File: src/rtl/deflattening_layer_pkg.sv
`default_nettype none
// +----------------------------------------------------------------------------+
// | Module      : deflattening_layer_pkg                                       |
// | Description : Shared types and helpers for the deflattening stage.         |
// | Revision    : 1.0                                                          |
// +----------------------------------------------------------------------------+
package deflattening_layer_pkg;

    typedef enum logic [1:0] {
        DF_IDLE = 2'd0,
        DF_EMIT = 2'd1,
        DF_DONE = 2'd2
    } deflat_state_t;

    localparam int unsigned C_DEF_BIT_SIZE = 2;
    typedef logic [C_DEF_BIT_SIZE-1:0] pixel_t;

    // One spare bit over the minimum so a counter can hold its own limit.
    function automatic int cnt_width(input int max_val);
        return $clog2(max_val) + 1;
    endfunction

endpackage : deflattening_layer_pkg
`default_nettype wire

File: src/rtl/deflattening_layer_sequencer.sv
`default_nettype none
// +----------------------------------------------------------------------------+
// | Module      : deflat_sequencer                                             |
// | Description : Nested cycle/pixel/group counter chain with enable and clear.|
// | Revision    : 1.0                                                          |
// +----------------------------------------------------------------------------+
module deflat_sequencer
    import deflattening_layer_pkg::*;
#(
    parameter int CYCLES_PER_PIXEL = 4,
    parameter int IMAGE_SIZE       = 9,
    parameter int GROUPS           = 2,
    parameter int PIX_W            = cnt_width(IMAGE_SIZE),
    parameter int GRP_W            = cnt_width(GROUPS)
) (
    input  logic             clk,
    input  logic             res_n,
    input  logic             en,
    input  logic             clr,
    output logic [PIX_W-1:0] pix,
    output logic [GRP_W-1:0] grp,
    output logic             slot_first,
    output logic             last_tick
);

    localparam int C_CYC_W = cnt_width(CYCLES_PER_PIXEL);

    localparam logic [C_CYC_W-1:0] C_CYC_LAST = C_CYC_W'(CYCLES_PER_PIXEL - 1);
    localparam logic [PIX_W-1:0]   C_PIX_LAST = PIX_W'(IMAGE_SIZE - 1);
    localparam logic [GRP_W-1:0]   C_GRP_LAST = GRP_W'(GROUPS - 1);

    logic [C_CYC_W-1:0] r_cyc;
    logic [PIX_W-1:0]   r_pix;
    logic [GRP_W-1:0]   r_grp;

    logic w_cyc_wrap;
    logic w_pix_wrap;
    logic w_grp_last;

    assign w_cyc_wrap = (r_cyc == C_CYC_LAST);
    assign w_pix_wrap = (r_pix == C_PIX_LAST);
    assign w_grp_last = (r_grp == C_GRP_LAST);

    always_ff @(posedge clk or negedge res_n) begin
        if (!res_n) begin
            r_cyc <= '0;
            r_pix <= '0;
            r_grp <= '0;
        end else if (clr) begin
            r_cyc <= '0;
            r_pix <= '0;
            r_grp <= '0;
        end else if (en) begin
            if (w_cyc_wrap) begin
                r_cyc <= '0;
                if (w_pix_wrap) begin
                    r_pix <= '0;
                    r_grp <= w_grp_last ? '0 : r_grp + GRP_W'(1);
                end else begin
                    r_pix <= r_pix + PIX_W'(1);
                end
            end else begin
                r_cyc <= r_cyc + C_CYC_W'(1);
            end
        end
    end

    assign pix        = r_pix;
    assign grp        = r_grp;
    assign slot_first = (r_pix == '0);
    assign last_tick  = w_cyc_wrap && w_pix_wrap && w_grp_last;

endmodule : deflat_sequencer
`default_nettype wire

File: src/rtl/deflattening_layer.sv
`default_nettype none
// +----------------------------------------------------------------------------+
// | Module      : deflattening_layer                                           |
// | Description : Re-serialises a flat multi-image vector into lane streams.   |
// | Revision    : 1.0                                                          |
// +----------------------------------------------------------------------------+
module deflattening_layer
    import deflattening_layer_pkg::*;
#(
    parameter int BIT_SIZE         = 2,
    parameter int IMAGE_SIZE       = 9,
    parameter int NUM_OF_IMAGES    = 4,
    parameter int NUM_OF_OUTPUTS   = 2,
    parameter int CYCLES_PER_PIXEL = 4
) (
    input  logic                                             clk,
    input  logic                                             res_n,
    input  logic                                             in_valid,
    output logic                                             in_ready,
    input  logic [NUM_OF_IMAGES*IMAGE_SIZE-1:0][BIT_SIZE-1:0] in_data,
    input  logic                                             out_ready,
    output logic [NUM_OF_IMAGES-1:0]                         out_valid,
    output logic                                             out_start,
    output logic [NUM_OF_OUTPUTS-1:0][BIT_SIZE-1:0]          out_data,
    output logic                                             out_done
);

    localparam int C_GROUPS = NUM_OF_IMAGES / NUM_OF_OUTPUTS;
    localparam int C_PIX_W  = cnt_width(IMAGE_SIZE);
    localparam int C_GRP_W  = cnt_width(C_GROUPS);
    localparam int C_ELEMS  = NUM_OF_IMAGES * IMAGE_SIZE;
    localparam int C_IDX_W  = (C_ELEMS > 1) ? $clog2(C_ELEMS) : 1;

    deflat_state_t r_state;
    deflat_state_t w_next;

    logic [C_ELEMS-1:0][BIT_SIZE-1:0]        r_buf;
    logic [NUM_OF_OUTPUTS-1:0][BIT_SIZE-1:0] w_lane_data;

    logic [C_PIX_W-1:0] w_pix;
    logic [C_GRP_W-1:0] w_grp;
    logic               w_slot_first;
    logic               w_last_tick;
    logic               w_emit;
    logic               w_seq_en;
    logic               w_seq_clr;

    assign w_emit    = (r_state == DF_EMIT);
    assign w_seq_en  = w_emit && out_ready;
    assign w_seq_clr = !w_emit;

    always_ff @(posedge clk or negedge res_n) begin
        if (!res_n) begin
            r_state <= DF_IDLE;
        end else begin
            r_state <= w_next;
        end
    end

    always_comb begin
        w_next = r_state;
        case (r_state)
            DF_IDLE: if (in_valid)                  w_next = DF_EMIT;
            DF_EMIT: if (out_ready && w_last_tick)  w_next = DF_DONE;
            DF_DONE:                                w_next = DF_IDLE;
            default:                                w_next = DF_IDLE;
        endcase
    end

    // The buffer only loads in IDLE, so in_valid during EMIT/DONE is ignored.
    always_ff @(posedge clk or negedge res_n) begin
        if (!res_n) begin
            r_buf <= '0;
        end else if ((r_state == DF_IDLE) && in_valid) begin
            r_buf <= in_data;
        end
    end

    deflat_sequencer #(
        .CYCLES_PER_PIXEL (CYCLES_PER_PIXEL),
        .IMAGE_SIZE       (IMAGE_SIZE),
        .GROUPS           (C_GROUPS),
        .PIX_W            (C_PIX_W),
        .GRP_W            (C_GRP_W)
    ) u_sequencer (
        .clk        (clk),
        .res_n      (res_n),
        .en         (w_seq_en),
        .clr        (w_seq_clr),
        .pix        (w_pix),
        .grp        (w_grp),
        .slot_first (w_slot_first),
        .last_tick  (w_last_tick)
    );

    for (genvar j = 0; j < NUM_OF_OUTPUTS; j++) begin : g_lane
        assign w_lane_data[j] =
            r_buf[C_IDX_W'((int'(w_grp) * NUM_OF_OUTPUTS + j) * IMAGE_SIZE + int'(w_pix))];
    end

    always_comb begin
        in_ready  = (r_state == DF_IDLE);
        out_done  = (r_state == DF_DONE);
        out_start = w_emit && w_slot_first;
        out_valid = '0;
        out_data  = '0;
        if (w_emit) begin
            out_data = w_lane_data;
            for (int i = 0; i < NUM_OF_IMAGES; i++) begin
                out_valid[i] = ((i / NUM_OF_OUTPUTS) == int'(w_grp));
            end
        end
    end

endmodule : deflattening_layer
`default_nettype wire

File: config.mk
export PLATFORM = sky130hd
export DESIGN_NAME = deflattening_layer
export DESIGN_NICKNAME = d
export VERILOG_FILES = /design/src/rtl/deflattening_layer_pkg.sv /design/src/rtl/deflattening_layer_sequencer.sv /design/src/rtl/deflattening_layer.sv
export SDC_FILE = /design/constraint.sdc
export NUM_CORES = 1
export LEC_CHECK = 0
export CAP_MARGIN = 5
export CORE_AREA = 2 2 108 110
export DETAILED_ROUTE_END_ITERATION = 10
export DIE_AREA = 0 0 110 112
export PLACE_DENSITY = 0.71
export SLEW_MARGIN = 20
export SYNTH_ARGS = -nofsm -noshare
export SYNTH_HDL_FRONTEND = slang
export SYNTH_SLANG_ARGS = --single-unit
File: constraint.sdc
create_clock -name clk -period 4.5 [get_ports clk]
set_input_delay 1.125 -clock clk [delete_from_list [all_inputs] [get_ports clk]]
set_output_delay 1.125 -clock clk [all_outputs]
set_load 0.01 [all_outputs]
==> results of run 1 <==
-- sequential cells by signal, indices dropped and copies added, names as in the netlist --
name / flops
r_state: 2
r_buf: 72
u_sequencer.grp: 2
u_sequencer.r_cyc: 3
u_sequencer.pix: 5
-- cells in the mapped netlist (5+ instances only) --
cell type / instances
o21ai_1: 8
dfrtp_1: 84
mux4_2: 32
inv_1: 6
mux4_1: 7
nand3_1: 7
nand2_1: 7
a21oi_1: 7
nor2_1: 5
mux2_1: 73
ha_1: 10
clkbuf_1: 11
mux2i_1: 13
-- layout make-up --
cell class	count	area, um^2
fillers	922	4950
flip-flops and latches	84	2100
inverters	7	26.3
clock buffers	11	253
well taps	143	179
repair buffers	100	988
multi-input cells	220	2590
clock inverters	5	83.8
-- worst min-delay path by stage --
stage | slack (ns) | end | from
floorplan | 0.46 | r_buf[37] | r_buf[37]
global placement | 0.48 | r_buf[17] | r_buf[17]
detailed placement | 0.50 | r_buf[8] | r_buf[8]
CTS | 0.51 | r_buf[8] | r_buf[8]
global route | 0.54 | r_buf[1] | r_buf[1]
finish | 0.51 | r_buf[8] | r_buf[8]
-- cells by family after synthesis --
family          Yosys count  synth area share
buf+inv                  28            0.0276
compound gates           28            0.0364
simple gates             44            0.0518
fa+ha+maj                12            0.0343
xor+xnor                  7            0.0174
mux                     129             0.395
flops                    84             0.437
-- metrics by stage --
stage	cell area [um^2]	setup TNS, ns
after floorplan	4810	0
after global placement	5850	0
after detailed placement	5850	0
after CTS	6190	-0.127
after global routing	6230	0
final	6230	0
-- metal layers --
metal  part of all wire  track usage  vias to the layer above
met2               0.49        0.307                       91
met5                  0            0                        -
met4              0.024       0.0768                        0
met1               0.44        0.257                     1629
li1                   -            -                     1453
met3              0.047       0.0427                       18
-- power by group --
group / internal, W / switching, W / total, W
sequential: 0.000838 / 0.0000743 / 0.000912
clock: 0.000517 / 0.000297 / 0.000813
combinational: 0.000783 / 0.000617 / 0.00140
total: 0.00214 / 0.000988 / 0.00313
-- what timing repair did --
item / in CTS / in global routing
resized for setup: 4 / 11
endpoints found under the setup margin: 3 / 3
pin swaps: 0 / 2
setup buffers: 0 / 1
hold endpoints to repair: 0 / 0
gates cloned: 0 / 0
==> impl_metrics.tcl, run 1 <==
set metrics [dict create \
    finalCriticalPeriod_ns 4.38 \
    synth_edf_count 0 \
    reg2reg_slack_ns 2.00 \
    crit_fanout 8 \
    slew_headroom 0.483 \
    reg2reg_to "u_sequencer.pix[3]" \
    antenna_found_initial 0 \
    synth-main-ff-cell "dfrtp_1" \
    crit_top_cell "mux4_2" \
    die-width_um 110 \
    nNetsFinal 510 \
    whs_ns 0.510 \
    synth.distinct_cells 49 \
    critPathLaunchType "flop" \
    fp.dieArea_um2 12300 \
    wl_per_cell_um 18.8 \
    grt_pass1_vias 3511 \
    grt_first_pass_wirelength_mm 17.9 \
    syn-num-nets 420 \
    fin_worst_skew_ns 0.00721 \
    cts_buffer_depth 2 \
    drv_cap 0 \
    crit_slowest_cell "fa_2" \
    clk_latency_ns 0.34 \
    setup-violations-final 0 \
    fmax_ghz 0.228 \
    dp.cells 553 \
    min_delay_path_depth 1 \
    path_cells "ha_4 -> ha_1 -> inv_1 -> fa_2 -> buf_6 -> mux4_2 -> mux4_2 -> mux2i_2 -> o31ai_1 -> clkbuf_2" \
    final-max-slew-violation-count 0 \
    cts_hold_buf 0 \
    yosysWarnings 0 \
    ys_ff_latch 84 \
    vias 3191 \
    grt.overflow.total 0 \
    rows 39 \
    mostFrequentLayoutCells "dfrtp_1, clkdlybuf4s50_1, mux2_1, mux4_2, mux2i_1" \
    io_pins 87 \
    initial_core_util 0.430 \
    endpoint_kind "output pin" \
    hold_viol 0 \
    final_cells 570 \
    hp-class "flop to flop" \
    drtIter0Drc 120 \
    crit_arrival_ns 3.26 \
    via_per_inst 5.60 \
    area_growth_pct 29.5 \
    hpwl_mm 7.88 \
    setup_slack_ns 0.115 \
    clockRootBuffer "clkbuf_16" \
    synth_area_um2 4810 \
    post-route-util 0.557 \
    preCtsSetupSlack_ns 0.0434 \
    synth_seq_area_share 0.437 \
    tightest_slew_ns 0.776 \
    cts_sinks 84 \
    crit_start "u_sequencer.pix[1]" \
    portBuffers 86 \
    cts_buffers 9 \
    synth_top_cell_area_share 0.437 \
    worstPathRequired_ns 3.38 \
    worstReg2RegStart "u_sequencer.pix[0]" \
    core_um2 11200 \
    cp.depth 10 \
    final_common_cell "dfrtp_1" \
    crit_family "adder cells" \
    status "complete, no violations" \
    place_congestion 0.868 \
    worst-path-buf-inv 3 \
    drive_gt1_frac 0.180 \
    power_leakage_nw 2.67 \
    postSynthCellCount 332 \
    rsz0062_at_grt "false" \
    syn_avg_cell_area_um2 14.5 \
    synth_area_leaders "dfrtp_1, mux2_1, mux4_2" \
    async_flop_share 1.00 \
    synth_top_cell_by_area "dfrtp_1" \
    cts_max_level 3 \
    grt_usage 0.193 \
    drc 0 \
    power_w 0.00313 \
    clk_pin_slew_ns 0.06 \
    power_density_nw_per_um2 502 \
    ir_drop_mv 0.279 \
    die_h_um 112 \
    slowest_delay_ns 0.59 \
    dr.pass1.iters 4 \
    cp-endpoint "out_data[2]" \
    antenna_left 0 \
    antenna_cells 0 \
    criticalPathCategory "flop to output pin" \
    min_period_over_period 0.974 \
    cts_tree "done" \
    finalWirelength_mm 10.7 \
    grt_max_degree 85 \
    reg2regPathDepth 8 \
]
Note: power is estimated with default switching activity, not from simulation.
==> run 2, diff against run 1 <==
- CORE_AREA: 2 2 108 110 -> 2 2 109 111
- CTS_CLUSTER_DIAMETER: not set -> 80
- DIE_AREA: 0 0 110 112 -> 0 0 111 113
- PLACE_DENSITY: 0.71 -> 0.7
- SYNTH_HIERARCHICAL: not set -> 1
- clock period: 4.5 -> 5.1 ns (I/O delays scaled with it)
==> impl_metrics.tcl, run 2 <==
set metrics [dict create \
    path_cells "ha_1 -> inv_1 -> fa_2 -> buf_4 -> mux4_2 -> mux4_2 -> nor4b_4 -> a31o_1 -> clkdlybuf4s50_1" \
    placed_area_um2 5840 \
    syn_avg_cell_area_um2 14.7 \
    finalCriticalPeriod_ns 4.95 \
    cts_sinks 84 \
    cts_tree "done" \
    grt_usage 0.182 \
    largest_register "r_buf" \
    finalWirelength_mm 10.8 \
    synth_area_um2 4880 \
    async_flop_share 1.00 \
    cts_buffers 9 \
    final_area_um2 6170 \
    synth_top_cell_by_area "dfrtp_1" \
    initial_core_util 0.433 \
    slew_headroom 0.476 \
    clockRootBuffer "clkbuf_16" \
    clk_latency_ns 0.34 \
    drive_gt1_frac 0.353 \
    num-fill-cells 915 \
    power_density_nw_per_um2 644 \
    grt.overflow.total 0 \
    hpwl_mm 8.08 \
    portBuffers 86 \
    whs_ns 0.533 \
    synth_edf_count 0 \
    antenna_found_initial 0 \
    io_pins 87 \
    cts_buffer_depth 2 \
    crit_fanout 9 \
    yosysWarnings 6 \
    syn-num-nets 419 \
    postSynthCellCount 331 \
    fmax_ghz 0.202 \
    grt_pass1_vias 3479 \
    wl_per_cell_um 19.1 \
    place_congestion 0.785 \
    vias 3214 \
    final_cells 565 \
    final_common_cell "clkdlybuf4s50_1" \
    nNetsFinal 505 \
    crit_family "adder cells" \
    worst-path-buf-inv 3 \
    area_growth_pct 26.5 \
    crit_start "u_sequencer/grp[1]" \
    mostFrequentLayoutCells "clkdlybuf4s50_1, dfrtp_1, mux2_2, mux4_2, mux2i_1" \
    drv_cap 0 \
    criticalPathCategory "flop to output pin" \
    cts_hold_buf 0 \
    preCtsSetupSlack_ns 0.344 \
    rsz0062_at_grt "false" \
    crit_slowest_cell "fa_2" \
    cts_max_level 3 \
    critPathLaunchType "flop" \
    crit_top_cell "mux4_2" \
    worstPathRequired_ns 3.83 \
    largest_reg_flops 72 \
    die_h_um 113 \
    hold_viol 0 \
    min_period_over_period 0.971 \
    antenna_cells 0 \
    synth_area_leaders "dfrtp_1, mux2_2, mux4_2" \
    drc 0 \
    synth-main-ff-cell "dfrtp_1" \
    die-width_um 111 \
    setup-violations-final 0 \
    synth_seq_area_share 0.431 \
    final-max-slew-violation-count 0 \
    worstHoldStart "r_buf[8]" \
    crit_arrival_ns 3.68 \
    endpoint_kind "output pin" \
    tightest_slew_ns 0.786 \
    fin_worst_skew_ns 0.00830 \
    antenna_left 0 \
    synth.distinct_cells 50 \
    hp-class "flop to flop" \
    slowest_delay_ns 0.57 \
    synth_top_cell_area_share 0.431 \
    yosysMostFrequentCell "dfrtp_1" \
    setup_slack_ns 0.148 \
    power_leakage_nw 2.47 \
    dp.cells 547 \
    finalSetupTns_ns 0 \
    synthTopCellsByCount "dfrtp_1, mux2_2, mux4_2" \
    ir_drop_mv 0.279 \
    rows 39 \
    grt_first_pass_wirelength_mm 18.1 \
    clk_pin_slew_ns 0.07 \
    worstReg2RegStart "r_state[1]" \
    status "complete, no violations" \
    dr.pass1.iters 4 \
    via_per_inst 5.69 \
    grt_max_degree 51 \
    ys_ff_latch 84 \
    drtIter0Drc 129 \
    fp.dieArea_um2 12500 \
    core_um2 11300 \
]
[run 2: cell types whose count changed after synthesis, moves of 4 or more]
cell      delta
mux4_1       -4
o21ai_1      -7
mux4_2       +4
mux2_2      +72
mux2_1      -73
nand2b_1     -4
[run 2: logic make-up (layout without fill, tap and decap cells)]
logic type / after synthesis / in the layout / share of synthesized area
compound gates: 23 / 23 / 0.0331
xor+xnor: 8 / 8 / 0.0174
fa+ha+maj: 12 / 12 / 0.0338
buf+inv: 31 / 122 / 0.0356
flops: 84 / 84 / 0.431
mux: 129 / 129 / 0.386
simple gates: 44 / 44 / 0.0631
[run 2: path summary, 6_finish.rpt]
| kind | endpoint | slack, ns | depth (start not counted) |
|---|---|---|---|
| min in group asynchronous | r_buf[40] | 0.87 | 1 |
| hold / removal | r_buf[8] | 0.53 | 1 |
| setup / recovery | out_data[3] | 0.15 | 9 |
| setup reg to reg | r_buf[35] | 2.94 | 4 |
| hold reg to reg | r_buf[8] | 0.53 | 1 |
| max in group asynchronous | r_buf[2] | 3.22 | 2 |
[run 2: repair_timing]
action	in CTS	in global routing
resized for setup	1	0
cloned	0	0
endpoints found under the setup margin	2	1
buffers inserted	0	2
pin swaps	0	1
[run 2: metrics by stage]
stage           util  power [W]
2_1_floorplan      -    0.00273
3_3_place_gp   0.518    0.00325
3_5_place_dp   0.518    0.00331
4_1_cts        0.547    0.00401
5_1_grt        0.548    0.00423
6_report       0.548    0.00398
[run 2: final cells by class]
type                            count  area (um^2)  share of cell area
Clock buffer                       10          239              0.0387
Clock inverter                      6         76.3              0.0124
Inverter                           10         37.5             0.00608
Multi-Input combinational cell    216         2610               0.422
Sequential cell                    84         2100               0.341
Tap cell                          143          179              0.0290
Timing Repair Buffer               96          931               0.151
[run 2: power by group]
group,total (W),switching [W],internal (W)
combinational,0.00203,0.000784,0.00124
sequential,0.00126,0.000277,0.000987
clock,0.000688,0.000285,0.000402
total,0.00398,0.00135,0.00263
[run 2: routing by layer]
metal	part of all wire	GRT usage	wire (um)	vias up
li1	-	-	-	1449
met1	0.43	0.239	4630	1671
met2	0.52	0.313	5590	82
met3	0.041	0.0268	437	12
met4	0.012	0.0625	130	0
met5	0	0	0	-
==> run 3, diff against run 2 <==
- CORE_AREA: 2 2 109 111 -> 5 5 112 114
- DIE_AREA: 0 0 111 113 -> 0 0 117 119
==> impl_metrics.tcl, run 3 (synthesis results as in run 2) <==
set metrics [dict create \
    drv_cap 0 \
    final-max-slew-violation-count 0 \
    criticalPathCategory "flop to output pin" \
    clk_latency_ns 0.34 \
    hpwl_mm 7.95 \
    power_leakage_nw 2.46 \
    die_h_um 119 \
    worstReg2RegStart "u_sequencer/pix[0]" \
    nNetsFinal 503 \
    min_period_over_period 0.974 \
    portBuffers 86 \
    fin_worst_skew_ns 0.00386 \
    status "complete, no violations" \
    clockRootBuffer "clkbuf_16" \
    hold_viol 0 \
    slew_headroom 0.383 \
    endpoint_kind "output pin" \
    rows 39 \
    via_per_inst 5.72 \
    setup-violations-final 0 \
    largest_reg_flops 72 \
    dr.pass1.iters 4 \
    cts_buffers 9 \
    rsz0062_at_grt "false" \
    cts_tree "done" \
    antenna_left 0 \
    cts_max_level 3 \
    grt.overflow.total 0 \
    crit_arrival_ns 3.69 \
    core_um2 11300 \
    grt_max_degree 85 \
    grt_usage 0.165 \
    antenna_found_initial 0 \
    cts_buffer_depth 2 \
    clk_pin_slew_ns 0.06 \
    drtIter0Drc 124 \
    worstPathRequired_ns 3.83 \
    grt_pass1_vias 3486 \
    largest_register "r_buf" \
    ir_drop_mv 0.237 \
    preCtsSetupSlack_ns 0.361 \
    crit_slowest_cell "fa_2" \
    fmax_ghz 0.201 \
    worstHoldStart "r_buf[12]" \
    finalSetupTns_ns 0 \
    wl_per_cell_um 19.3 \
    die-width_um 117 \
    whs_ns 0.530 \
    power_density_nw_per_um2 639 \
    cts_hold_buf 0 \
    drive_gt1_frac 0.351 \
    cts_sinks 84 \
    critPathLaunchType "flop" \
    slowest_delay_ns 0.57 \
    post-route-util 0.543 \
    io_pins 87 \
    hold_path_end "r_buf[12]" \
    area_growth_pct 26.0 \
    reg2reg_slack_ns 2.97 \
    place_congestion 0.872 \
    fp.dieArea_um2 13900 \
    num-fill-cells 972 \
    setup_slack_ns 0.134 \
    antenna_cells 0 \
    mostFrequentLayoutCells "clkdlybuf4s50_1, dfrtp_1, mux2_2, mux4_2, mux2i_1" \
    min_delay_path_depth 1 \
    tightest_slew_ns 0.925 \
    reg2regPathDepth 8 \
    vias 3213 \
    crit_fanout 7 \
    grt_first_pass_wirelength_mm 17.9 \
    path_cells "ha_1 -> ha_1 -> inv_1 -> fa_2 -> buf_4 -> mux4_2 -> mux4_2 -> nor4b_4 -> a31o_1 -> clkdlybuf4s50_1" \
    hp-class "flop to flop" \
    final_common_cell "clkdlybuf4s50_1" \
    finalWirelength_mm 10.8 \
    drc 0 \
    finalCriticalPeriod_ns 4.97 \
    reg2reg_to "r_state[0]" \
    initial_core_util 0.431 \
]
[run 3: critical path, delay by kind of cell (launching register included)]
family,cells,cell delay [ns]
AOI/OAI and AO/OA,1,0.22
adders and majority gates,3,1.05
buffers and inverters,3,0.70
DFF,1,0.45
muxes,2,0.80
and+or+nand+nor,1,0.15
[run 3: per-layer routing]
metal	global-route usage	vias to the layer above	share of wire
li1	-	1453	-
met1	0.217	1672	0.43
met2	0.265	74	0.51
met3	0.0461	14	0.052
met4	0.0552	0	0.016
met5	0	-	0
[run 3: worst max-delay path by stage]
stage	start	endpoint	slack, ns	cells past startpoint
2_1_floorplan	u_sequencer/grp[1]	out_data[3]	1.12	8
3_3_place_gp	u_sequencer/grp[1]	out_data[3]	0.43	8
3_5_place_dp	u_sequencer/grp[1]	out_data[3]	0.36	8
4_1_cts	u_sequencer/grp[0]	out_data[3]	0.09	9
5_1_grt	u_sequencer/grp[0]	out_data[3]	0.007	10
6_report	u_sequencer/grp[0]	out_data[3]	0.13	10
[run 3: power by group]
| group | internal (W) | leakage [nW] | switching (W) |
|---|---|---|---|
| Combinational | 0.00124 | 1.31 | 0.000769 |
| Sequential | 0.000988 | 0.996 | 0.000271 |
| Clock | 0.000402 | 0.151 | 0.000260 |
[run 3: stage by stage]
stage / area, um^2 / total power [W] / instances
2_1_floorplan: 4880 / 0.00273 / 331
3_3_place_gp: 5830 / 0.00324 / 545
3_5_place_dp: 5830 / 0.00330 / 545
4_1_cts: 6130 / 0.00397 / 560
5_1_grt: 6150 / 0.00420 / 562
6_report: 6150 / 0.00393 / 562
[run 3: repair_timing]
item                                    in CTS  in global routing
endpoints found under the setup margin       1                  1
resized for setup                            1                  1
pin swaps                                    0                  1
buffers inserted                             0                  2
[run 3: cell type report]
class | count | area [um^2] | area share
clock buffer | 11 | 253 | 0.0411
multi-input combinational | 216 | 2610 | 0.424
inverter | 10 | 37.5 | 0.00610
timing repair buffer | 94 | 920 | 0.150
tap | 143 | 179 | 0.0291
clock inverter | 4 | 48.8 | 0.00793
sequential | 84 | 2100 | 0.342
==> variant 1 (settings of run 1) <==
Compare `r_cyc` against `C_CYC_LAST` with >= in place of ==.
--- a/src/rtl/deflattening_layer_sequencer.sv
+++ b/src/rtl/deflattening_layer_sequencer.sv
@@ -38,5 +38,5 @@
     logic w_grp_last;
 
-    assign w_cyc_wrap = (r_cyc == C_CYC_LAST);
+    assign w_cyc_wrap = (r_cyc >= C_CYC_LAST);
     assign w_pix_wrap = (r_pix == C_PIX_LAST);
     assign w_grp_last = (r_grp == C_GRP_LAST);
Formal check against the unedited RTL: no difference found for any inputs over 10 cycles, from zero or initial values; that may be too few to reach the edited logic, so the function may still have changed.
==> variant 1 against run 1 <==
- setup slack worse by 28 ps
- register-to-register slack improved by 470 ps
- routed wire length about the same
- sequential cell count unchanged
- power up 20%
- area after synthesis is 0.18% higher
- count of clock-buffer cells in the layout did not move
- design area is 0.72% lower
- critical path type unchanged
- highest routed layer unchanged
==> variant 1: results <==
export IMPL_p_leak_nw=2.471
export IMPL_place_gp_congestion=0.8594
export IMPL_nNetsFinal=507
export IMPL_ys_dominant_reg_cell="dfrtp_1"
export IMPL_num_antenna_cells=0
export IMPL_ir_worst_vdd_uv=246.5
export IMPL_synth_fp_nets=419
export IMPL_ys_warn_count=0
export IMPL_grt_ovfl_total=0
export IMPL_yosysSeqAreaShare_pct=43.63
export IMPL_port_buffers=86
export IMPL_viasPerCell=5.648
export IMPL_setup_slack_ps=87.24
export IMPL_crit_arrival_ps=3290
export IMPL_grt_max_degree=85
export IMPL_skew_ps=3.300
export IMPL_ys_top_cells_by_count="84 x dfrtp_1, 76 x mux2_2, 37 x mux4_2, 14 x mux2i_1, 11 x ha_1"
export IMPL_hold_path_class="reg -> reg"
export IMPL_track_usage_pct=18.80
export IMPL_firstDrtPassIters=4
export IMPL_clkTransAtPathRegs_ps=60
export IMPL_critPathMaxFanout=9
export IMPL_largest_register="r_buf"
export IMPL_dpl_cell_area_um2=5824
export IMPL_drt_wl_total_um=10720
export IMPL_pre_cts_slack_ps=156.6
export IMPL_cts_root_buf="clkbuf_16"
export IMPL_synth_cell_types=41
export IMPL_maxSlewHeadroom_pct=40.17
export IMPL_r2r_slack_ps=2470
export IMPL_clk_path_buf_depth=2
export IMPL_largest_reg_flops=72
export IMPL_cts_made_buffers=9
export IMPL_synthTopCellsByArea="dfrtp_1 44%, mux2_2 18%, mux4_2 17%"
export IMPL_async_flop_share_pct=100.0
export IMPL_htreeDepth=3
export IMPL_drive_gt1_share_pct=36.17
export IMPL_drt_iter0_markers=123
export IMPL_dp_hpwl_um=7750
export IMPL_grt_pass1_wl_um=17440
export IMPL_clkLatencyLatePin_ps=340
export IMPL_antenna_found_initial=0
export IMPL_grt_pass1_vias=3399
export IMPL_status="completed"
variant 1: report_power, final:
group,leakage [nW],internal [mW],switching [mW]
clock,0.152,0.503,0.301
combinational,1.32,1.03,0.659
sequential,1.00,1.03,0.226
total,2.47,2.56,1.19
variant 1: critical path, stage by stage, from the launching register on:
cell	delay (ps)
dfrtp_1	430
ha_4	290
ha_2	170
inv_1	50
fa_1	490
buf_6	150
mux4_2	290
mux4_2	480
nor4b_4	140
a31o_1	210
clkdlybuf4s15_1	240
variant 1: what timing repair did:
action	in CTS	in global routing
gates resized for setup	3	5
endpoints found under the setup margin	2	3
pin swaps	0	0
buffers inserted	0	2
variant 1: kinds of logic (layout without fill, tap and decap cells):
family / after synthesis / count (layout) / synth area share, %
adder cells (fa/ha/maj): 13 / 13 / 3.687
multiplexers: 129 / 129 / 39.05
flip-flops: 84 / 84 / 43.63
AO/OA/AOI/OAI: 20 / 20 / 2.857
AND/OR/NAND/NOR: 40 / 40 / 4.934
XOR/XNOR: 12 / 12 / 2.493
buffers and inverters: 32 / 125 / 3.350
variant 1: per-layer routing:
metal | up-vias | global-route usage, % | part of all wire, %
met1 | 1651 | 25.68 | 43
met5 | - | 0 | 0
met2 | 84 | 29.98 | 50
li1 | 1446 | - | -
met4 | 0 | 6.920 | 1.9
met3 | 16 | 3.337 | 4.7
variant 1: final timing paths:
kind / start / end / cells past startpoint
max: u_sequencer.pix[1]$_DFFE_PN0P_ / out_data[3] / 10
min: r_buf[30]$_DFFE_PN0P_ / r_buf[30]$_DFFE_PN0P_ / 1
max reg2reg: u_sequencer.r_cyc[0]$_DFFE_PN0P_ / u_sequencer.pix[2]$_DFFE_PN0P_ / 7
min reg2reg: r_buf[30]$_DFFE_PN0P_ / r_buf[30]$_DFFE_PN0P_ / 1
max in group asynchronous: res_n / u_sequencer.pix[0]$_DFFE_PN0P_ / 1
min in group asynchronous: res_n / r_buf[15]$_DFFE_PN0P_ / 1
variant 1: final cells by class:
class / count / area, um^2
fillers: 900 / 4991
multi-input cells: 214 / 2571
flip-flops and latches: 84 / 2103
repair buffers: 101 / 973.4
clock buffers: 11 / 242.7
well taps: 143 / 178.9
clock inverters: 5 / 83.83
inverters: 8 / 30.03
variant 1: per-stage QoR:
stage / power [mW] / setup TNS, ps / util (%) / std cells / hold WS [ps]
after floorplan: 2.426 / 0 / - / 330 / 489.7
after global placement: 2.905 / 0 / 52.12 / 548 / 505.5
after detailed placement: 2.955 / 0 / 52.12 / 548 / 516.2
after CTS: 3.762 / 0 / 55.06 / 564 / 533.0
after global routing: 3.957 / -87.67 / 55.34 / 566 / 550.2
final: 3.749 / 0 / 55.34 / 566 / 535.0
==> variant 2 (flow settings as in run 1) <==
Made on the original files. `CYCLES_PER_PIXEL` is set to 4 in 2 places; all go to 2.
--- a/src/rtl/deflattening_layer_sequencer.sv
+++ b/src/rtl/deflattening_layer_sequencer.sv
@@ -8,5 +8,5 @@
     import deflattening_layer_pkg::*;
 #(
-    parameter int CYCLES_PER_PIXEL = 4,
+    parameter int CYCLES_PER_PIXEL = 2,
     parameter int IMAGE_SIZE       = 9,
     parameter int GROUPS           = 2,
--- a/src/rtl/deflattening_layer.sv
+++ b/src/rtl/deflattening_layer.sv
@@ -12,5 +12,5 @@
     parameter int NUM_OF_IMAGES    = 4,
     parameter int NUM_OF_OUTPUTS   = 2,
-    parameter int CYCLES_PER_PIXEL = 4
+    parameter int CYCLES_PER_PIXEL = 2
 ) (
     input  logic                                             clk,
Formal check against the unedited RTL: not equivalent (a bounded check fails within 4 cycles, from zero or initial values).
==> variant 2 against run 1 <==
- sequential cell count fell by 1
- global-route usage fell by 1.1 points
- power rose by 14%
- critical path depth rose by 1
- routed wire length fell by 1.1%
- synthesized cell count fell by 2.4%
- area after synthesis fell by 2.5%
- core utilization fell by 1.6 points
- clock power fell by 9.5%
- design area fell by 2.9%
- setup slack got worse by 84 ps
==> variant 2: results <==
export IMPL_status="completed"
export IMPL_async_flop_share_pct=100.0
export IMPL_track_usage_pct=18.28
export IMPL_drive_gt1_share_pct=35.73
export IMPL_ys_top_cells_by_count="83 x dfrtp_1, 75 x mux2_2, 39 x mux4_2, 13 x mux2i_1, 12 x clkbuf_1"
export IMPL_hold_violations=0
export IMPL_yosysSeqAreaShare_pct=44.29
export IMPL_vias=3142
export IMPL_ys_dominant_reg_cell="dfrtp_1"
export IMPL_synth_fp_nets=411
export IMPL_synthCells=324
export IMPL_tightest_slew_ps=764.1
export IMPL_cp_slowest_cell="fa_2"
export IMPL_drt_iter0_markers=172
export IMPL_wl_per_cell_um=18.92
export IMPL_critical_path_max_stage_delay_ps=620
export IMPL_crit_arrival_ps=3340
export IMPL_place_gp_congestion=0.8384
export IMPL_critPathMaxFanout=6
export IMPL_synth_cell_types=38
export IMPL_cts_root_buf="clkbuf_16"
export IMPL_clkLatencyLatePin_ps=340
export IMPL_grt_max_degree=84
export IMPL_hold_path_class="reg -> reg"
export IMPL_antenna_found_initial=0
export IMPL_skew_ps=6.220
export IMPL_port_buffers=86
export IMPL_dp_hpwl_um=7669
export IMPL_num_antenna_cells=0
export IMPL_holdBufCountCts=0
export IMPL_pre_cts_slack_ps=59.78
export IMPL_synth_edf_count=0
export IMPL_cpLargestDelayFamily="adder cells"
export IMPL_nNetsFinal=499
export IMPL_ir_worst_vdd_uv=210.0
export IMPL_clk_path_buf_depth=2
export IMPL_largest_register="r_buf"
export IMPL_r2r_slack_ps=2320
export IMPL_min_period_over_period_pct=99.30
export IMPL_grt_pass1_wl_um=17060
export IMPL_p_leak_nw=2.393
export IMPL_clkTransAtPathRegs_ps=60
export IMPL_fill_cells=943
export IMPL_swShare_pct=31.78
export IMPL_htreeDepth=3
export IMPL_largest_reg_flops=72
export IMPL_firstDrtPassIters=4
export IMPL_grt_pass1_vias=3241
export IMPL_cts_made_buffers=9
export IMPL_synthTopCellsByArea="dfrtp_1 44%, mux4_2 19%, mux2_2 18%"
export IMPL_ys_warn_count=0
variant 2: changes by cell type after synthesis, sizes merged, moves of 2 or more:
cell / run 1 / this run
mux2: 77 / 75
nor3b: 3 / 1
o21ai: 9 / 4
xor2: 4 / 6
nand3: 7 / 5
nand4: 1 / 4
o31ai: 2 / 4
a21o: 2 / 0
variant 2: layout make-up:
type | count | area share [%]
repair buffers | 99 | 16.06
clock inverters | 5 | 1.035
well taps | 143 | 2.959
inverters | 7 | 0.4346
clock buffers | 11 | 3.849
flip-flops and latches | 83 | 34.37
multi-input cells | 212 | 41.29
variant 2: worst paths after layout:
kind,end,cells past startpoint,start
min in group asynchronous,r_buf[68]$_DFFE_PN0P_,1,res_n
min,r_buf[23]$_DFFE_PN0P_,1,r_buf[23]$_DFFE_PN0P_
max reg2reg,u_sequencer.grp[0]$_DFFE_PN0P_,8,u_sequencer.pix[0]$_DFFE_PN0P_
max in group asynchronous,u_sequencer.pix[0]$_DFFE_PN0P_,1,res_n
min reg2reg,r_buf[23]$_DFFE_PN0P_,1,r_buf[23]$_DFFE_PN0P_
max,out_data[2],11,u_sequencer.pix[1]$_DFFE_PN0P_
variant 2: what timing repair did:
| action | in CTS | in global routing |
|---|---|---|
| buffers inserted | 2 | 0 |
| pin swaps | 1 | 1 |
| endpoints found under the setup margin | 2 | 3 |
| resized for setup | 6 | 3 |
variant 2: cells by family after synthesis:
| family | count (synthesis) | synth area share, % |
|---|---|---|
| muxes | 127 | 39.51 |
| buffers and inverters | 29 | 2.828 |
| adders and majority gates | 11 | 3.255 |
| AOI/OAI and AO/OA | 20 | 2.802 |
| xor gates and xnor gates | 10 | 2.188 |
| DFF | 83 | 44.29 |
| and+or+nand+nor | 44 | 5.123 |
variant 2: power by group through the flow:
stage	combinational (mW)	clock, mW	sequential (mW)
finish	1.60	0.736	1.24
detailed placement	1.61	0	1.25
global route	1.73	0.783	1.28
floorplan	1.16	0	1.16
global placement	1.57	0	1.23
CTS	1.61	0.748	1.23
variant 2: through the flow:
stage / utilization (%) / cell area [um^2] / instances / hold slack [ps]
CTS: 53.91 / 6025 / 560 / 529.2
floorplan: - / 4690 / 324 / 492.1
finish: 54.10 / 6046 / 560 / 524.4
global placement: 51.17 / 5718 / 542 / 504.3
global route: 54.10 / 6046 / 560 / 553.0
detailed placement: 51.17 / 5718 / 542 / 515.9
variant 2: worst register-to-register path, delay by kind of cell (launching register included):
kind	cells	cell delay, ps
fa+ha+maj	1	170
simple gates	4	800
flops	1	400
buf+inv	2	500
xor+xnor	1	170
variant 2: routing by layer:
layer,wire length (um),up-vias,global-route usage [%]
met2,5259,99,29.45
met4,142,0,5.401
met3,566,16,3.630
met1,4628,1614,25.00
met5,0,-,0
li1,-,1413,-
